[src/rtl/parity_engine_if.sv]
// Bus between the UART TX/RX state machines and the parity engine.
// The master side drives frame configuration and data; the slave side returns parity status.
interface parity_engine_if #(
    parameter int DATA_WIDTH = 8,
    parameter int LEN_WIDTH  = $clog2(DATA_WIDTH + 1)
);
    logic                  parity_en;
    logic [1:0]            parity_mode;
    logic [LEN_WIDTH-1:0]  data_len;
    logic                  data_valid;
    logic                  busy;
    logic [DATA_WIDTH-1:0] data_in;
    logic                  parity_bit;
    logic                  parity_ready;
    logic                  rx_start;
    logic                  rx_bit_valid;
    logic                  rx_bit_in;
    logic                  rx_active;
    logic                  parity_err;
    logic                  err_valid;

    modport master (
        output parity_en, parity_mode, data_len, data_valid, busy, data_in,
        output rx_start, rx_bit_valid, rx_bit_in,
        input  parity_bit, parity_ready, rx_active, parity_err, err_valid
    );

    modport slave (
        input  parity_en, parity_mode, data_len, data_valid, busy, data_in,
        input  rx_start, rx_bit_valid, rx_bit_in,
        output parity_bit, parity_ready, rx_active, parity_err, err_valid
    );
endinterface

[src/rtl/parity_engine.sv]
// UART parity engine: one-cycle TX parity generation from a parallel word and a
// bit-serial RX parity checker, both honouring runtime data length and mark/space modes.
module parity_engine #(
    parameter int DATA_WIDTH = 8,
    parameter int LEN_WIDTH  = $clog2(DATA_WIDTH + 1)
) (
    input  logic             clk,
    input  logic             rst,
    parity_engine_if.slave   bus
);

    typedef enum logic [1:0] {
        RX_IDLE     = 2'b00,
        RX_ACCUM    = 2'b01,
        RX_WAIT_PAR = 2'b10
    } rx_state_e;

    // Lengths of zero or beyond the datapath width mean a full-width frame.
    function automatic logic [LEN_WIDTH-1:0] clamp_len(input logic [LEN_WIDTH-1:0] len);
        logic [LEN_WIDTH-1:0] eff;
        if ((len == {LEN_WIDTH{1'b0}}) || (len > LEN_WIDTH'(DATA_WIDTH))) begin
            eff = LEN_WIDTH'(DATA_WIDTH);
        end else begin
            eff = len;
        end
        return eff;
    endfunction

    function automatic logic masked_xor(input logic [DATA_WIDTH-1:0] data,
                                        input logic [LEN_WIDTH-1:0]  len);
        logic p;
        p = 1'b0;
        for (int i = 0; i < DATA_WIDTH; i++) begin
            p = p ^ (data[i] & (LEN_WIDTH'(i) < len));
        end
        return p;
    endfunction

    function automatic logic mode_parity(input logic [1:0] mode, input logic acc);
        logic p;
        case (mode)
            2'b00:   p = acc;
            2'b01:   p = ~acc;
            2'b10:   p = 1'b1;
            default: p = 1'b0;
        endcase
        return p;
    endfunction

    logic                 tx_capture_s;
    logic                 parity_bit_q,   parity_bit_d;
    logic                 parity_ready_q, parity_ready_d;

    rx_state_e            state_q, state_d;
    logic [1:0]           mode_q,  mode_d;
    logic [LEN_WIDTH-1:0] len_q,   len_d;
    logic [LEN_WIDTH-1:0] cnt_q,   cnt_d;
    logic                 acc_q,   acc_d;
    logic                 err_q,   err_d;
    logic                 err_valid_q, err_valid_d;

    // TX parity next state: update on capture, otherwise hold.
    always_comb begin
        tx_capture_s   = bus.parity_en & bus.data_valid & ~bus.busy;
        parity_bit_d   = parity_bit_q;
        parity_ready_d = tx_capture_s;
        if (tx_capture_s) begin
            parity_bit_d = mode_parity(bus.parity_mode,
                                       masked_xor(bus.data_in, clamp_len(bus.data_len)));
        end else begin
            parity_bit_d = parity_bit_q;
        end
    end

    // RX checker next state; bits arriving alongside rx_start belong to no frame.
    always_comb begin
        state_d     = state_q;
        mode_d      = mode_q;
        len_d       = len_q;
        cnt_d       = cnt_q;
        acc_d       = acc_q;
        err_d       = err_q;
        err_valid_d = 1'b0;
        if ((state_q != RX_IDLE) && bus.rx_start) begin
            state_d = RX_ACCUM;
            mode_d  = bus.parity_mode;
            len_d   = clamp_len(bus.data_len);
            cnt_d   = {LEN_WIDTH{1'b0}};
            acc_d   = 1'b0;
        end else begin
            case (state_q)
                RX_IDLE: begin
                    if (bus.rx_start && bus.parity_en) begin
                        state_d = RX_ACCUM;
                        mode_d  = bus.parity_mode;
                        len_d   = clamp_len(bus.data_len);
                        cnt_d   = {LEN_WIDTH{1'b0}};
                        acc_d   = 1'b0;
                    end else begin
                        state_d = RX_IDLE;
                    end
                end
                RX_ACCUM: begin
                    if (bus.rx_bit_valid) begin
                        acc_d = acc_q ^ bus.rx_bit_in;
                        cnt_d = cnt_q + LEN_WIDTH'(1);
                        if ((cnt_q + LEN_WIDTH'(1)) == len_q) begin
                            state_d = RX_WAIT_PAR;
                        end else begin
                            state_d = RX_ACCUM;
                        end
                    end else begin
                        state_d = RX_ACCUM;
                    end
                end
                RX_WAIT_PAR: begin
                    if (bus.rx_bit_valid) begin
                        err_d       = bus.rx_bit_in ^ mode_parity(mode_q, acc_q);
                        err_valid_d = 1'b1;
                        state_d     = RX_IDLE;
                    end else begin
                        state_d = RX_WAIT_PAR;
                    end
                end
                default: begin
                    state_d = RX_IDLE;
                end
            endcase
        end
    end

    // State registers for both paths.
    always_ff @(posedge clk) begin
        if (rst) begin
            parity_bit_q   <= 1'b0;
            parity_ready_q <= 1'b0;
            state_q        <= RX_IDLE;
            mode_q         <= 2'b00;
            len_q          <= {LEN_WIDTH{1'b0}};
            cnt_q          <= {LEN_WIDTH{1'b0}};
            acc_q          <= 1'b0;
            err_q          <= 1'b0;
            err_valid_q    <= 1'b0;
        end else begin
            parity_bit_q   <= parity_bit_d;
            parity_ready_q <= parity_ready_d;
            state_q        <= state_d;
            mode_q         <= mode_d;
            len_q          <= len_d;
            cnt_q          <= cnt_d;
            acc_q          <= acc_d;
            err_q          <= err_d;
            err_valid_q    <= err_valid_d;
        end
    end

    assign bus.parity_bit   = parity_bit_q;
    assign bus.parity_ready = parity_ready_q;
    assign bus.rx_active    = (state_q != RX_IDLE);
    assign bus.parity_err   = err_q;
    assign bus.err_valid    = err_valid_q;

endmodule
[src/flat_wrapper.sv]
// flat-port wrapper written by rule: the top's interface ports become plain ports
module parity_engine_flat 
#(
    parameter int DATA_WIDTH = 8,
    parameter int LEN_WIDTH  = $clog2(DATA_WIDTH + 1)
)
  (clk, rst, bus_parity_en, bus_parity_mode, bus_data_len, bus_data_valid, bus_busy, bus_data_in, bus_rx_start, bus_rx_bit_valid, bus_rx_bit_in, bus_parity_bit, bus_parity_ready, bus_rx_active, bus_parity_err, bus_err_valid);
  parity_engine_if #(.DATA_WIDTH(DATA_WIDTH), .LEN_WIDTH(LEN_WIDTH)) bus_i ();
  input  logic clk;
  input  logic rst;
  input wire logic [$bits(bus_i.parity_en)-1:0] bus_parity_en;
  input wire logic [$bits(bus_i.parity_mode)-1:0] bus_parity_mode;
  input wire logic [$bits(bus_i.data_len)-1:0] bus_data_len;
  input wire logic [$bits(bus_i.data_valid)-1:0] bus_data_valid;
  input wire logic [$bits(bus_i.busy)-1:0] bus_busy;
  input wire logic [$bits(bus_i.data_in)-1:0] bus_data_in;
  input wire logic [$bits(bus_i.rx_start)-1:0] bus_rx_start;
  input wire logic [$bits(bus_i.rx_bit_valid)-1:0] bus_rx_bit_valid;
  input wire logic [$bits(bus_i.rx_bit_in)-1:0] bus_rx_bit_in;
  output wire logic [$bits(bus_i.parity_bit)-1:0] bus_parity_bit;
  output wire logic [$bits(bus_i.parity_ready)-1:0] bus_parity_ready;
  output wire logic [$bits(bus_i.rx_active)-1:0] bus_rx_active;
  output wire logic [$bits(bus_i.parity_err)-1:0] bus_parity_err;
  output wire logic [$bits(bus_i.err_valid)-1:0] bus_err_valid;
  assign bus_i.parity_en = bus_parity_en;
  assign bus_i.parity_mode = bus_parity_mode;
  assign bus_i.data_len = bus_data_len;
  assign bus_i.data_valid = bus_data_valid;
  assign bus_i.busy = bus_busy;
  assign bus_i.data_in = bus_data_in;
  assign bus_i.rx_start = bus_rx_start;
  assign bus_i.rx_bit_valid = bus_rx_bit_valid;
  assign bus_i.rx_bit_in = bus_rx_bit_in;
  assign bus_parity_bit = bus_i.parity_bit;
  assign bus_parity_ready = bus_i.parity_ready;
  assign bus_rx_active = bus_i.rx_active;
  assign bus_parity_err = bus_i.parity_err;
  assign bus_err_valid = bus_i.err_valid;
  parity_engine #(.DATA_WIDTH(DATA_WIDTH), .LEN_WIDTH(LEN_WIDTH)) u_core (.clk(clk), .rst(rst), .bus(bus_i));
endmodule
[config.mk]
export PLATFORM = sky130hd
export DESIGN_NAME = parity_engine_flat
export DESIGN_NICKNAME = d
export VERILOG_FILES = /design/src/rtl/parity_engine_if.sv /design/src/rtl/parity_engine.sv /design/src/flat_wrapper.sv
export SDC_FILE = /design/constraint.sdc
export NUM_CORES = 1
export LEC_CHECK = 0
export ABC_CLOCK_PERIOD_IN_PS = 2500
export BUFFER_PORTS_ARGS = -buffer_cell sky130_fd_sc_hd__buf_2
export CAP_MARGIN = 5
export CORE_MARGIN = 3
export CORE_UTILIZATION = 45
export CTS_BUF_LIST = sky130_fd_sc_hd__clkbuf_2
export CTS_CLUSTER_SIZE = 24
export DETAILED_ROUTE_END_ITERATION = 10
export GPL_ROUTABILITY_DRIVEN = 1
export GPL_TIMING_DRIVEN = 0
export PLACE_DENSITY_LB_ADDON = 0.1
export SETUP_SLACK_MARGIN = 0.4
export SYNTH_ARGS = -nofsm -noshare
export SYNTH_HDL_FRONTEND = slang
export SYNTH_SLANG_ARGS = --single-unit
[constraint.sdc]
create_clock -name clk -period 2.5 [get_ports clk]
set_clock_uncertainty 0.15 [all_clocks]
set_input_delay 0.375 -clock clk [delete_from_list [all_inputs] [get_ports clk]]
set_output_delay 0.375 -clock clk [all_outputs]
set_load 0.02 [all_outputs]
Word-level counts from Yosys, hierarchy flattened
Index checks and enable logic that the tools add are counted.
{"block": "totals", "in_bits": 22, "output_inout_bits": 5, "ram_bits": 0, "ff_bits": 17, "memories": 0, "latchBits": 0, "mem_bits_ro": 0, "word_cells": 95}
{"block": "op_classes", "shifts": 0, "reduce_logical": 16, "bitwise": 24, "eq_ne": 9, "n_mul": 0, "magnitude_cmp": 9, "div": 0, "add_sub_neg": 1, "mux": 26}
{"cell": "4-bit 2-to-1 mux", "n": 7}
{"cell": "3-bit by 4-bit less-than comparator with 1-bit output (first input constant)", "n": 4}
{"cell": "2-bit 2-to-1 mux", "n": 6}
{"cell": "1-bit AND", "n": 10}
{"cell": "1-bit bitwise XOR", "n": 9}
{"cell": "1-bit by 4-bit less-than comparator with 1-bit output (first input constant)", "n": 2}
{"cell": "2-bit by 4-bit less-than comparator with 1-bit output (first input constant)", "n": 2}
{"cell": "1-bit 2-to-1 mux", "n": 8}
{"cell": "4-bit case mux with 2 select lines", "n": 1}
{"cell": "2-bit nonzero test", "n": 4}
{"cell": "2-bit by 1-bit == test with 1-bit output (second input constant)", "n": 3}
{"cell": "2-bit == test (second input constant)", "n": 3}
{"cell": "2-bit logical NOT", "n": 3}
{"cell": "1-bit case mux with 3 select lines", "n": 2}
{"cell": "2-bit case mux with 3 select lines", "n": 1}
{"cell": "3-bit AND reduction", "n": 2}
{"cell": "1-bit inverter", "n": 5}
{"cell": "4-bit by 1-bit adder with 4-bit output (second input constant)", "n": 1}
{"cell": "4-bit == test", "n": 1}
{"cell": "4-bit greater-than comparator (second input constant)", "n": 1}
{"cell": "4-bit logical NOT", "n": 1}
{"cell": "3-bit OR reduction", "n": 1}
{"cell": "1-bit logical AND", "n": 2}
{"cell": "2-bit by 1-bit != test with 1-bit output (second input constant)", "n": 1}
{"cell": "5 further kinds", "n": 5}

Longest topological paths before layout
{"block": "depth", "ltp_word": 15, "mapped_depth": 8, "depth_no_buf": 7}

Least setup slack after synthesis
No wires, ideal clock.
{"block": "synth_timing", "kind": "input port to flip-flop", "from": "in bus_data_len[1]", "to": "reg u_core.parity_bit_q (netlist: u_core.bus.parity_bit)", "stages": 8, "setup_ns": 0.117, "setup_slack_ns": 0.502, "arrival_time_ns": 1.730, "path_cell_list": "buf_6 > or4b_1 > a21oi_1 > nor3_1 > xnor2_1 > xnor2_1 > mux2i_1 > nand2_1"}
{"block": "synth_via", "elab_chain_cells": 15}
{"item": "start, declared", "line_no": "flat_wrapper.sv:13", "rtl": "input wire logic [$bits(bus_i.data_len)-1:0] bus_data_len;"}
{"item": "4-bit greater-than comparator / 4-bit logical NOT (equally long branches)", "line_no": "parity_engine.sv:21", "rtl": "if ((len == {LEN_WIDTH{1'b0}}) || (len > LEN_WIDTH'(DATA_WIDTH))) begin"}
{"item": "1-bit logical OR", "line_no": "parity_engine.sv:21"}
{"item": "4-bit 2-to-1 mux (*)", "line_no": "parity_engine.sv:21"}
{"item": "4-bit 2-to-1 mux (*)", "line_no": "parity_engine.sv:67", "rtl": "if (tx_capture_s) begin"}
{"item": "1-bit by 4-bit less-than comparator with 1-bit output", "line_no": "parity_engine.sv:34", "rtl": "p = p ^ (data[i] & (LEN_WIDTH'(i) < len));"}
{"item": "1-bit AND", "line_no": "parity_engine.sv:34"}
{"item": "1-bit bitwise XOR (6 in series)", "line_no": "parity_engine.sv:34"}
{"item": "1-bit bitwise XOR (*)", "line_no": "parity_engine.sv:34"}
{"item": "1-bit inverter", "line_no": "parity_engine.sv:43", "rtl": "2'b01: p = ~acc;"}
{"item": "1-bit case mux with 3 select lines (*)", "line_no": "parity_engine.sv:41", "rtl": "case (mode)"}
{"item": "end signal, assigned", "line_no": "parity_engine.sv:145", "rtl": "parity_bit_q <= parity_bit_d;"}
{"item": "end, declared", "line_no": "parity_engine.sv:51", "rtl": "logic parity_bit_q, parity_bit_d;"}
Mark *: on every way between the ends. The rest lies on a longest branch, timed or not. The select of a mux whose other input is x is not followed.
A chain may end at the register's enable or synchronous reset.

Worst setup path in the final report
{"block": "layout_timing", "from": "in bus_data_len[0]", "to": "reg u_core.parity_bit_q (netlist: u_core.bus.parity_bit)"}
The elaborated chain is that of the path after synthesis.

==> run_results.csv <==
group,metric,value,unit
global_route,grt_max_degree,11,
synthesis,syn_area,975,sq um
clock_tree,clock_latency,290,ps
timing,finalHoldViolCount,0,
place,gp_congestion,0.797,
pwr,seqPwrFrac,0.535,
route,ant_nets,0,
layout,area_delta_synth_final,18.0,%
place,dp_cells,172,
global_route,grt_pass1_vias,860,
worst_setup_path,cp-start-kind,"input port",
die,fp.dieW,52.5,um
worst_setup_path,worstSetupEndpointType,"flop",
synthesis,synth_cells,121,
route,drt-initial-drc-count,14,
die,fp.dieH,52.5,um
layout,num_antenna_cells,0,
synthesis,synth_top_family_by_area,"simple AND/OR/NAND/NOR gates",
timing,tns,0,ps
worst_setup_path,cp_max_fo,10,
layout,regArea,340,sq um
synthesis,syn_nets,144,
timing,slew-limit-headroom,0.702,
global_route,antenna_found_initial,0,
route,first_pass_iters,4,
layout,nets,173,
synthesis,synth_top_area_frac,0.349,
global_route,grt_overflow,0,
clock_tree,clkTransAtPathRegs,160,ps
synthesis,ys_top_cells_by_area,"dfxtp_1, xnor2_1, nor2_1",
die,rows,16,
worst_setup_path,cp_slowest_cell,"or4b_1",
pwr,clkPwrFrac,0.225,
timing,setup_viol,0,
pwr,max-vdd-ir-drop,0.298,mV
pwr,power_density,469,nW/um^2
synthesis,synthMuxAreaShare,0.0308,
worst_setup_path,path_cells,"buf_2, or4b_1, a21oi_1, nor3_1, xnor2_1, xnor2_1, mux2i_1, nand2_1",
route,vias_per_cell,5.26,
die,dieArea,2760,sq um
route,wire_per_inst,11.4,um
synthesis,synth_xor_area_frac,0.135,
synthesis,synth.distinct_cells,36,
clock_tree,cts.path.max_buffers,2,
min_path,hp-class,"in2reg",
layout,drive_gt1_frac,0.215,
timing,fin_ws,678,ps
timing,fmax,0.549,GHz
synthesis,synth_compound_area_frac,0.167,
layout,final_util,0.574,
worst_setup_path,critPathKind,"in2reg",
synthesis,ys_warn_count,0,
run,drv_cap,0,
timing,fin_crit_sh,0.729,
timing,rsz0062_at_grt,"false",
worst_setup_path,critPathBufInv,1,
synthesis,ys_seq_elements,17,
timing,slew_viol_final,0,
clock_tree,cts_buffers,3,
worst_setup_path,required,2550,ps
pwr,cellLeakagePower,0.513,nW
clock_tree,ctsRootBufferMaster,"clkbuf_2",
worst_setup_path,cp_top_family,"simple AND/OR/NAND/NOR gates",
route,vias,925,
clock_tree,tritoncts,"yes",
worst_setup_path,cpPeakStageDelay,470,ps
die,core,2000,sq um
pwr,power.switching,161,uW
place,pre_cts_slack,380,ps
place,hpwlAfterDp,1590,um
clock_tree,postCtsSetupRepairBufs,0,
synthesis,yosys.area_share.simple,0.261,
route,post-route-drc-count,0,
pwr,p_int,379,uW
place,portBuffers,24,
die,ioPinCount,27,
clock_tree,cts.sinks,17,
timing,tightest_slew,445,ps
pwr,power_switching_share,0.298,
synthesis,synth_top_cell_by_area,"dfxtp_1",
status,outcome,"completed",
global_route,grt_pass1_wl,3500,um
synthesis,yosysSeqAreaShare,0.349,
worst_setup_path,crit_arrival,1870,ps
pwr,comb_power_share,0.240,
die,initial_core_util,0.487,
route,wl,2010,um
layout,n_fill_cell,191,
synthesis,synth_fa_ha_area_frac,0.0128,
layout,multi_input_area,591,sq um
clock_tree,htree_num_levels,1,
global_route,track_usage,0.167,
timing,fin_crit,1820,ps
worst_setup_path,cpMostUsedCell,"xnor2_1",
layout,stdcell_count,176,
synthesis,avgSynthCellArea,8.06,sq um
==> flip-flops by register name (all words and copies together), names as in the netlist <==
name                     cells
u_core.len_q                 4
u_core.state_q               2
u_core.acc_q                 1
u_core.mode_q                2
u_core.cnt_q                 4
u_core.bus.parity_bit        1
u_core.bus.parity_ready      1
u_core.bus.err_valid         1
u_core.bus.parity_err        1
==> tightest hold or removal path, stage by stage <==
cell and delay, ps:
buf_2 90, mux2i_1 60, nor2_1 70
==> stage by stage <==
step                      hold WS [ps]  cell area, sq um  power (mW)
after floorplan                    314               975       0.383
final                              189              1150       0.540
after global placement             291              1130       0.421
after global routing               173              1150       0.576
after detailed placement           294              1130       0.423
after CTS                          179              1150       0.546
==> power groups by stage <==
stage	combinational [mW]	sequential [mW]	clock [mW]
after floorplan	0.0880	0.295	0
after global placement	0.127	0.294	0
after detailed placement	0.128	0.294	0
after CTS	0.130	0.289	0.128
after global routing	0.145	0.291	0.140
final	0.129	0.289	0.121
==> Yosys cell counts <==
master / n
a211oi_1: 1
a21o_1: 1
a21oi_1: 13
a22o_1: 1
a22oi_1: 2
a31oi_1: 2
and2_1: 1
and3_1: 1
and3b_1: 1
buf_2: 2
buf_6: 1
clkbuf_1: 2
dfxtp_1: 17
ha_1: 1
inv_1: 4
mux2i_1: 3
nand2_1: 5
nand2b_1: 1
nand3_1: 1
nand3b_1: 2
nand4_1: 1
nand4bb_1: 1
nor2_1: 22
nor2b_1: 1
nor3_1: 5
nor3b_1: 3
nor4_1: 1
nor4b_1: 2
o21ai_0: 3
o21bai_1: 1
o22ai_1: 1
o32ai_1: 1
o41ai_1: 1
or4b_1: 1
xnor2_1: 11
xor2_1: 4
==> final timing paths <==
kind                         start                     to  slack, ps  cells past startpoint
max reg2reg      u_core.state_q[0]           u_core.acc_q        740                      6
min             bus_parity_mode[1]       u_core.mode_q[1]        190                      3
max                bus_data_len[0]  u_core.bus.parity_bit        680                      8
min reg2reg  u_core.bus.parity_err  u_core.bus.parity_err        320                      2
==> area by class of cell <==
cell class	instances	area share
Buffer	5	0.0261
Clock buffer	3	0.0131
Clock inverter	1	0.00435
Inverter	4	0.0131
Multi-Input combinational cell	95	0.514
Sequential cell	17	0.296
Tap cell	27	0.0294
Timing Repair Buffer	24	0.104
==> routing by layer <==
layer	GRT usage	vias to the layer above	wire, um
met5	0	-	0
met4	0.0596	0	8
met3	0.0370	2	84
met2	0.279	17	909
met1	0.208	424	1010
li1	-	482	-
==> placed cells by master (no fill, tap or decap), drive strengths merged, types with 2 or more instances in the layout <==
cell type / count
xor2: 4
mux2i: 3
buf: 27
dfxtp: 17
clkbuf: 5
a22oi: 2
nor2: 22
a21oi: 13
xnor2: 11
a31oi: 2
o21ai: 3
nor3b: 3
nor3: 5
nor4b: 2
nand2: 5
inv: 4
nand3b: 2
==> cells by family (layout without fill, tap and decap cells) <==
family,count (synthesis),count (layout)
muxes,3,3
buffers and inverters,9,37
AOI/OAI and AO/OA,27,27
adders and majority gates,1,1
DFF,17,17
and+or+nand+nor,49,49
xor gates and xnor gates,15,15
==> what timing repair did <==
action                                  in CTS  in global routing
hold buffers                                 0                  0
endpoints found under the setup margin       0                  2
gates resized for setup                      0                  2
Power figures use the tool's default switching activity.
